File: src/rtl/csp_pkg.sv
// Shared types and helpers for the CSP rendezvous channel.
//   chan_state_t : rendezvous FSM state encoding
//   to_p1of4     : 2-bit value -> 1-of-4 one-hot code
package csp_pkg;

    typedef enum logic [1:0] {
        IDLE     = 2'd0,
        SND_WAIT = 2'd1,
        RCV_WAIT = 2'd2,
        DONE     = 2'd3
    } chan_state_t;

    // One-hot code with the set bit at the position given by the value.
    function automatic logic [3:0] to_p1of4(input logic [1:0] val);
        return 4'b0001 << val;
    endfunction

endpackage

File: src/rtl/p1of4_encoder.sv
// Combinational 1-of-4 encoder: each 2-bit group of data_i becomes one
// 4-bit one-hot group of enc_c.
//   data_i : WIDTH-bit single-rail value (WIDTH must be even)
//   enc_c  : 2*WIDTH-bit encoded value, group g in enc_c[4g+3:4g]
module p1of4_encoder
    import csp_pkg::*;
#(
    parameter int unsigned WIDTH = 8
) (
    input  logic [WIDTH-1:0]   data_i,
    output logic [2*WIDTH-1:0] enc_c
);

    localparam int unsigned GROUPS = WIDTH / 2;

    if ((WIDTH % 2) != 0) begin : g_width_chk
        $error("p1of4_encoder: WIDTH must be even");
    end

    for (genvar g = 0; g < GROUPS; g++) begin : g_grp
        assign enc_c[4*g +: 4] = to_p1of4(data_i[2*g +: 2]);
    end

endmodule

File: src/rtl/csp_channel.sv
// Unbuffered CSP rendezvous channel between one sender and one receiver.
// Data moves on the clock edge where both requests have been seen; both
// sides then get a one-cycle done pulse.
//   clk, rst_n  : clock, asynchronous active-low reset
//   snd_req     : sender request (level), snd_data value to send
//   snd_done    : one-cycle pulse, send completed
//   rcv_req     : receiver request (level)
//   rcv_done    : one-cycle pulse, receive completed, rcv_data valid
//   rcv_data    : last transferred value
//   p1of4_data  : 1-of-4 encoding of rcv_data (all zero = spacer after reset)
//   p1of4_vld   : set once any transfer has completed since reset
//   xfer_count  : completed transfers, wraps
module csp_channel
    import csp_pkg::*;
#(
    parameter int unsigned WIDTH = 8,
    parameter int unsigned CNT_W = 16
) (
    input  logic               clk,
    input  logic               rst_n,
    input  logic               snd_req,
    input  logic [WIDTH-1:0]   snd_data,
    output logic               snd_done,
    input  logic               rcv_req,
    output logic               rcv_done,
    output logic [WIDTH-1:0]   rcv_data,
    output logic [2*WIDTH-1:0] p1of4_data,
    output logic               p1of4_vld,
    output logic [CNT_W-1:0]   xfer_count
);

    chan_state_t        state_q, state_d;
    logic               done_q, done_d;
    logic [WIDTH-1:0]   rcv_data_q, rcv_data_d;
    logic [2*WIDTH-1:0] p1of4_q, p1of4_d;
    logic [2*WIDTH-1:0] enc_c;
    logic               vld_q, vld_d;
    logic [CNT_W-1:0]   cnt_q, cnt_d;
    logic               xfer_c;

    p1of4_encoder #(.WIDTH(WIDTH)) u_enc (
        .data_i (snd_data),
        .enc_c  (enc_c)
    );

    // Rendezvous FSM; a request dropped while waiting abandons the rendezvous.
    always_comb begin
        state_d = state_q;
        unique case (state_q)
            IDLE: begin
                if (snd_req && rcv_req) state_d = DONE;
                else if (snd_req)       state_d = SND_WAIT;
                else if (rcv_req)       state_d = RCV_WAIT;
            end
            SND_WAIT: begin
                if (!snd_req)     state_d = IDLE;
                else if (rcv_req) state_d = DONE;
            end
            RCV_WAIT: begin
                if (!rcv_req)     state_d = IDLE;
                else if (snd_req) state_d = DONE;
            end
            DONE:    state_d = IDLE;
            default: state_d = IDLE;
        endcase
    end

    // DONE always exits next cycle, so entering it is the transfer edge.
    always_comb begin
        xfer_c     = (state_d == DONE);
        done_d     = xfer_c;
        rcv_data_d = rcv_data_q;
        p1of4_d    = p1of4_q;
        vld_d      = vld_q;
        cnt_d      = cnt_q;
        if (xfer_c) begin
            rcv_data_d = snd_data;
            p1of4_d    = enc_c;
            vld_d      = 1'b1;
            cnt_d      = cnt_q + CNT_W'(1);
        end
    end

    always_ff @(posedge clk or negedge rst_n) begin
        if (!rst_n) begin
            state_q    <= IDLE;
            done_q     <= 1'b0;
            rcv_data_q <= '0;
            p1of4_q    <= '0;
            vld_q      <= 1'b0;
            cnt_q      <= '0;
        end else begin
            state_q    <= state_d;
            done_q     <= done_d;
            rcv_data_q <= rcv_data_d;
            p1of4_q    <= p1of4_d;
            vld_q      <= vld_d;
            cnt_q      <= cnt_d;
        end
    end

    assign snd_done   = done_q;
    assign rcv_done   = done_q;
    assign rcv_data   = rcv_data_q;
    assign p1of4_data = p1of4_q;
    assign p1of4_vld  = vld_q;
    assign xfer_count = cnt_q;

endmodule

File: config.mk
export PLATFORM = sky130hd
export DESIGN_NAME = csp_channel
export DESIGN_NICKNAME = d
export VERILOG_FILES = /design/src/rtl/csp_pkg.sv /design/src/rtl/p1of4_encoder.sv /design/src/rtl/csp_channel.sv
export SDC_FILE = /design/constraint.sdc
export NUM_CORES = 1
export LEC_CHECK = 0
export ABC_AREA = 1
export CELL_PAD_IN_SITES_DETAIL_PLACEMENT = 0
export CELL_PAD_IN_SITES_GLOBAL_PLACEMENT = 1
export CORE_MARGIN = 2
export CORE_UTILIZATION = 37
export CTS_CLUSTER_DIAMETER = 120
export DETAILED_ROUTE_END_ITERATION = 16
export PLACE_DENSITY_LB_ADDON = 0.1
export SLEW_MARGIN = 5
export SYNTH_ARGS = -nofsm -noshare
export SYNTH_HDL_FRONTEND = slang
export SYNTH_HIERARCHICAL = 1
export SYNTH_SLANG_ARGS = --single-unit
File: constraint.sdc
create_clock -name clk -period 2.65 [get_ports clk]
set_clock_uncertainty 0.15 [all_clocks]
set_input_delay 0.53 -clock clk [delete_from_list [all_inputs] [get_ports clk]]
set_output_delay 0.53 -clock clk [all_outputs]
set_load 0.05 [all_outputs]
# Yosys cells after proc, flatten, opt, wreduce, memory -nomap -nowiden
# Index checks and enable logic that the tools add are counted.
# Widths: inputs -> output; s select.
[word_totals] ff_bits=44 inputBits=12 output_inout_bits=43 word_cells=25
[classes] add_sub_neg=1 eq_ne=4 shift=4 muxes=8 reduce_logical=2
[ops] operator="$add 16x1->16 const B" count=1
[ops] operator="$shl 1x2->4 const A" count=4
[ops] operator="$mux 2" count=7
[ops] operator="$pmux 2 s4" count=1
[ops] operator="$eq 2x2->1 const B" count=3
[ops] operator="$eq 2x1->1 const B" count=1
[ops] operator="$logic_not 2->1" count=1
[ops] operator="$logic_and 1x1->1" count=1

# Depth between registers and ports, before layout
# Gate-level depths: netlist (run 1).
[logic_depth] ltp_word=5 depth_mapped=8 mapped_depth_nobuf=8

# Modules after synthesis
# The synthesis (run 1) kept the hierarchy.
[modules_own_cells] module="csp_channel" n_inst=1 cells_each=227 area_each_um2=1905.6 seq_area_each_um2=1101.1
[modules_own_cells] module="p1of4_encoder" n_inst=1 cells_each=28 area_each_um2=105.1 seq_area_each_um2=0.0

# Worst setup path after synthesis (run 1)
# No wires, ideal clock.
[synth_timing] path_kind="register to register" start="reg cnt_q[1] (netlist: xfer_count[1])" end="reg cnt_q[10] (netlist: xfer_count[10])" setup_ns=0.082 arrival_ns=1.550 t_required_ns=2.418 path_slack_ns=0.868 stages_incl_launch_ff=7 path_buffers=0 synth_period_minus_slack_ns=1.782 path_cell_list="dfrtp_1 -> ha_1 -> nand3_1 -> nor2_1 -> nand2_1 -> nor2_2 -> xor2_1"
[synth_between] elab_chain_len=1
[synth_rtl] element="start: declaration" line="csp_channel.sv:38" source="logic [CNT_W-1:0] cnt_q, cnt_d;"
[synth_rtl] element="start signal: assignment" line="csp_channel.sv:98" source="cnt_q <= cnt_d;"
[synth_rtl] element="$add 16x1->16" line="csp_channel.sv:80" source="cnt_d = cnt_q + CNT_W'(1);"
# No other way between the ends.
# A chain may end at the register's enable or synchronous reset.

# Worst setup path after layout (run 1)
[layout_timing] start="reg cnt_q[11] (netlist: xfer_count[11])" end="out xfer_count[11]"
[layout_rtl] element="end: declaration" line="csp_channel.sv:29" source="output logic [CNT_W-1:0] xfer_count"
# No word-level cell between the ends.

==> impl_metrics.py, run 1 <==
metrics = {
    "detailed_routing": {
        "drcViolationCount": 0,
        "via_count": 1697,
        "wirelength_mm": 4.44,
        "drt_iter0_markers": 117,
        "post_drt_wl_per_cell_um": 11.6,
        "viasPerCell": 4.43,
        "firstDrtPassIters": 5,
        "final_antenna_net_count": 0,
    },
    "sta": {
        "rsz0062_at_grt": "false",
        "hold_viol": 0,
        "finalCriticalPeriod_ps": 2250,
        "setup_tns_ps": 0,
        "drv_slew": 0,
        "fin_crit_sh_pct": 84.9,
        "max-slew-margin-rel_pct": 63.6,
        "max_freq_mhz": 444,
        "fin_hold_ws_ps": 46.4,
        "tightest_slew_ps": 545,
        "setup_ws_ps": 400,
        "finalSetupViolCount": 0,
    },
    "clocking": {
        "cts_resized": 0,
        "ctsHoldBuffers": 0,
        "clock_latency_ps": 290,
        "postCtsSetupBuffers": 0,
        "cts_made_buffers": 5,
        "cts_tree": "done",
        "clk_pin_slew_ps": 80,
        "cts_root_buf": "clkbuf_8",
        "htree_levels": 2,
        "clockBufferDepth": 2,
        "cts.sinks": 44,
    },
    "job": {
        "drv_cap": 0,
    },
    "critical_path": {
        "crit_chain": "clkdlybuf4s50_1",
        "slowest_delay_ps": 840,
        "critPathTopFamily": "buffers and inverters",
        "crit_fanout": 6,
        "cp.required_ps": 1970,
        "worstSetupPathType": "reg -> out",
        "cp-start-kind": "flip-flop",
        "crit_arrival_ps": 1570,
        "critPathCaptureType": "primary output",
        "critical-path-slowest-cell": "clkdlybuf4s50_1",
        "cp.buffers_inverters": 1,
    },
    "power": {
        "switching_power_uw": 821,
        "total_power_mw": 2.07,
        "p_clk_share_pct": 21.8,
        "swShare_pct": 39.6,
        "p_int_mw": 1.25,
        "vdd_drop_max_mv": 0.500,
        "pwr-share-seq_pct": 41.3,
        "pwr-share-comb_pct": 36.9,
        "power-per-cell-area_mw_per_mm2": 759,
        "p_leak_nw": 1.40,
    },
    "floorplan": {
        "num_rows": 26,
        "start_util_pct": 38.9,
        "die_x_um": 77.7,
        "die_area_mm2": 0.00604,
        "core-area_mm2": 0.00517,
        "pin_count": 55,
        "fp.dieH_um": 77.7,
    },
    "place": {
        "place_ws_ps": 375,
        "place_congestion": 0.838,
        "io_buffers": 54,
        "dp.final_hpwl_mm": 3.10,
    },
    "logic_synthesis": {
        "synth.top_cell.area_share_pct": 54.8,
        "synth-seq-area-share_pct": 54.8,
        "postSynthAreaPerCell_um2": 7.89,
        "synthCells": 255,
        "syn_area_mm2": 0.00201,
        "synth-edff-count": 0,
        "synth_top_cell_by_area": "dfrtp_1",
        "ys_ff_latch": 44,
        "synthTopCellsByArea": "dfrtp_1, nand2_1, nor2_1",
        "synth-main-ff-cell": "dfrtp_1",
        "yosysWarnings": 6,
        "async_flop_share_pct": 100,
        "synth_nets": 268,
        "ys_types": 19,
        "synth_common_cells": "nand2_1, dfrtp_1, nor2_1, inv_1, nand3_1",
        "synth_most_common_cell": "nand2_1",
    },
    "run_status": {
        "status": "finished clean",
    },
    "grt": {
        "grt_max_degree": 35,
        "grt_pass1_vias": 1696,
        "antenna_found_initial": 0,
        "grt_use_total_pct": 16.5,
        "globalRouteOverflowTotal": 0,
        "grt_pass1_wl_mm": 7.83,
    },
    "final_layout": {
        "syn2layout_area_growth_pct": 35.7,
        "drive_above_1_share_pct": 5.11,
        "antenna_cells": 0,
        "nets": 326,
    },
    "min_path": {
        "hp-class": "in -> async",
    },
}
==> registers in the layout, summed over array words and instances (netlist names) <==
name and cells:
xfer_count 16, state_q 2, rcv_done 1, rcv_data 8
p1of4_data 16, p1of4_vld 1
==> routing by layer <==
layer  vias to the layer above  global-route usage, %  wire length (µm)
li1                        876                      -                 -
met4                         0                   9.46               129
met5                         -                      0                 0
met1                       762                   21.4              2100
met2                        46                   25.3              2010
met3                        13                   3.72               203
==> placed cells by master (no fill, tap or decap), types with 3 or more instances in the layout <==
cell type / n
nand2_1: 118
clkdlybuf4s50_1: 53
dfrtp_1: 44
nor2_1: 28
inv_1: 26
nand3_1: 9
xor2_1: 7
clkbuf_8: 7
nand4_1: 4
xnor2_1: 3
buf_4: 3
==> power groups by stage <==
stage / clock, mW / sequential (mW) / combinational (mW)
floorplan: 0 / 1.20 / 0.153
global placement: 0 / 0.871 / 0.764
detailed placement: 0 / 0.866 / 0.770
CTS: 0.465 / 0.856 / 0.771
global route: 0.498 / 0.875 / 0.812
finish: 0.452 / 0.855 / 0.764
==> final cells by class <==
| class | count | area [µm²] |
|---|---|---|
| fillers | 522 | 2440 |
| flip-flops and latches | 44 | 1100 |
| multi-input cells | 178 | 768 |
| repair buffers | 58 | 578 |
| inverters | 26 | 97.6 |
| clock buffers | 7 | 96.3 |
| well taps | 70 | 87.6 |
==> path summary, 6_finish.rpt <==
check	startpoint	endpoint	slack, ps	cells after the start
hold reg to reg	state_q[0]	state_q[1]	310	1
hold / removal	rst_n	rcv_done	50	1
max in group asynchronous	rst_n	xfer_count[3]	1750	2
min in group clk	state_q[0]	state_q[1]	310	1
setup / recovery	xfer_count[11]	xfer_count[11]	400	1
setup reg to reg	xfer_count[1]	xfer_count[10]	1050	6
==> metrics by stage <==
| step | instance area (µm²) | utilization [%] | std cells |
|---|---|---|---|
| global route | 2730 | 52.8 | 383 |
| CTS | 2730 | 52.8 | 383 |
| finish | 2730 | 52.8 | 383 |
| floorplan | 2010 | - | 255 |
| detailed placement | 2630 | 50.9 | 376 |
| global placement | 2630 | 50.9 | 376 |
==> kinds of logic (layout without fill, tap and decap cells) <==
logic type      Yosys count  after routing  synth area share, %
fa+ha+maj                 1              1                0.622
xor+xnor                 10             10                 4.36
simple gates            165            165                 32.5
compound gates            2              2                0.684
flops                    44             44                 54.8
buf+inv                  33             91                 7.03
Note: power is estimated with default switching activity, not from simulation.
==> run 2, diff against run 1 <==
--- a/config.mk
+++ b/config.mk
@@ -9,7 +9,7 @@
 export CELL_PAD_IN_SITES_DETAIL_PLACEMENT = 0
 export CELL_PAD_IN_SITES_GLOBAL_PLACEMENT = 1
 export CORE_MARGIN = 2
-export CORE_UTILIZATION = 37
+export CORE_UTILIZATION = 31
 export CTS_CLUSTER_DIAMETER = 120
 export DETAILED_ROUTE_END_ITERATION = 16
 export PLACE_DENSITY_LB_ADDON = 0.1
==> constraint.sdc (replaced) <==
create_clock -name clk -period 1.9 [get_ports clk]
set_clock_uncertainty 0.15 [all_clocks]
set_input_delay 0.38 -clock clk [delete_from_list [all_inputs] [get_ports clk]]
set_output_delay 0.38 -clock clk [all_outputs]
set_load 0.05 [all_outputs]
==> impl_metrics.py, run 2 (same netlist as run 1, synthesis figures left out) <==
metrics = {
    "critical_path": {
        "worstSetupPathType": "in -> reg",
        "cp.required_ps": 1970,
        "critPathCaptureType": "flip-flop",
        "crit_arrival_ps": 1690,
        "crit_chain": "clkdlybuf4s50_1 > nand3_1 > nand2_1 > nand2_2 > buf_4 > nor2_2 > xor2_1",
        "crit_fanout": 15,
        "cp-start-kind": "primary input",
        "r2r_setup_slack_ps": 280,
        "critical-path-slowest-cell": "clkdlybuf4s50_1",
        "slowest_delay_ps": 510,
    },
    "final_layout": {
        "stdcell_count": 394,
        "layout_commonest_cell": "nand2_1",
        "final_area_mm2": 0.00269,
        "seqCellArea_mm2": 0.00110,
        "mostFrequentLayoutCells": "nand2_1, buf_4, dfrtp_1",
        "multi_input_area_um2": 768,
        "drive_above_1_share_pct": 18.9,
        "post-route-util_pct": 42.5,
        "antenna_cells": 0,
        "syn2layout_area_growth_pct": 33.6,
        "nets": 329,
        "n_fill_cell": 680,
    },
    "sta": {
        "finalSetupViolCount": 0,
        "drv_slew": 0,
        "fin_hold_ws_ps": 314,
        "rsz0062_at_grt": "false",
        "setup_ws_ps": 276,
        "fin_crit_sh_pct": 85.5,
        "tightest_slew_ps": 548,
        "max_freq_mhz": 616,
        "hold_viol": 0,
        "finalCriticalPeriod_ps": 1620,
        "max-slew-margin-rel_pct": 63.4,
    },
    "power": {
        "p_leak_nw": 1.49,
        "vdd_drop_max_mv": 0.710,
        "power-per-cell-area_mw_per_mm2": 1050,
    },
    "floorplan": {
        "die_x_um": 84.5,
        "start_util_pct": 31.8,
        "num_rows": 29,
        "die_area_mm2": 0.00715,
        "core-area_mm2": 0.00631,
        "fp.dieH_um": 84.5,
        "pin_count": 55,
    },
    "grt": {
        "globalRouteOverflowTotal": 0,
        "grt_pass1_vias": 1648,
        "grt_pass1_wl_mm": 7.75,
        "antenna_found_initial": 0,
        "grt_max_degree": 32,
        "grt_use_total_pct": 13.5,
    },
    "clocking": {
        "cts_root_buf": "clkbuf_8",
        "htree_levels": 2,
        "clock_latency_ps": 290,
        "postCtsSetupBuffers": 0,
        "cts.sinks": 44,
        "cts_resized": 0,
        "cts_tree": "done",
        "clk_pin_slew_ps": 80,
        "cts_made_buffers": 5,
        "clockBufferDepth": 2,
    },
    "place": {
        "io_buffers": 54,
        "place_inst": 385,
        "postPlaceCellArea_mm2": 0.00259,
        "place_ws_ps": -33.0,
        "place_congestion": 0.776,
        "dp.final_hpwl_mm": 3.26,
    },
    "detailed_routing": {
        "drcViolationCount": 0,
        "drt_iter0_markers": 52,
        "firstDrtPassIters": 6,
        "via_count": 1662,
        "wirelength_mm": 4.55,
        "post_drt_wl_per_cell_um": 11.5,
        "viasPerCell": 4.22,
        "final_antenna_net_count": 0,
    },
    "job": {
        "drv_cap": 0,
    },
    "run_status": {
        "status": "finished clean",
    },
    "min_path": {
        "hp-class": "reg -> reg",
    },
}
run 2: critical path, delay by kind of cell:
kind / cells / cell delay (ps)
buffers and inverters: 2 / 730
XOR/XNOR: 1 / 140
AND/OR/NAND/NOR: 4 / 440
run 2: what timing repair did:
| action | 4_1_cts | 5_1_grt |
|---|---|---|
| hold endpoints to repair | 21 | 0 |
| hold buffers | 1 | 0 |
| setup endpoints to repair | 0 | 0 |
run 2: per-layer routing:
| metal | share of wire, % | wire, µm | GRT usage [%] |
|---|---|---|---|
| met1 | 48 | 2200 | 18.0 |
| met3 | 4.5 | 206 | 5.01 |
| met2 | 46 | 2110 | 20.8 |
| met4 | 0.64 | 29 | 3.46 |
| met5 | 0 | 0 | 0 |
run 2: path summary, 6_finish.rpt:
| kind | start | to | cells after the start |
|---|---|---|---|
| max | rcv_req | xfer_count[10] | 7 |
| min | state_q[0] | state_q[1] | 1 |
| max reg2reg | xfer_count[1] | xfer_count[10] | 6 |
| min reg2reg | state_q[0] | state_q[1] | 1 |
| max in group asynchronous | rst_n | p1of4_data[9] | 3 |
| min in group asynchronous | rst_n | state_q[1] | 2 |
run 2: area by class of cell:
class	count	share of cell area (%)
Sequential cell	44	41.0
Multi-Input combinational cell	178	28.6
Timing Repair Buffer	61	19.8
Inverter	26	3.63
Tap cell	77	3.59
Clock buffer	8	3.35
run 2: stage by stage:
| step | power, mW | setup TNS [ps] |
|---|---|---|
| floorplan | 1.89 | 0 |
| global placement | 2.25 | -13.5 |
| detailed placement | 2.25 | -41.6 |
| CTS | 2.87 | 0 |
| global route | 2.98 | 0 |
| finish | 2.82 | 0 |
run 2: where the power goes:
group / switching [mW] / total, mW / leakage (nW) / internal, mW
sequential: 0.122 / 1.20 / 0.565 / 1.08
clock: 0.301 / 0.597 / 0.0455 / 0.297
combinational: 0.721 / 1.02 / 0.877 / 0.303
total: 1.14 / 2.82 / 1.49 / 1.68
==> run 3, diff against run 2 <==
--- a/config.mk
+++ b/config.mk
@@ -12,6 +12,7 @@
 export CORE_UTILIZATION = 31
 export CTS_CLUSTER_DIAMETER = 120
 export DETAILED_ROUTE_END_ITERATION = 16
+export GPL_TIMING_DRIVEN = 1
 export PLACE_DENSITY_LB_ADDON = 0.1
 export SLEW_MARGIN = 5
 export SYNTH_ARGS = -nofsm -noshare
==> results of run 3 <==
No change in the layout: final DEF, timing and power equal those of run 2.
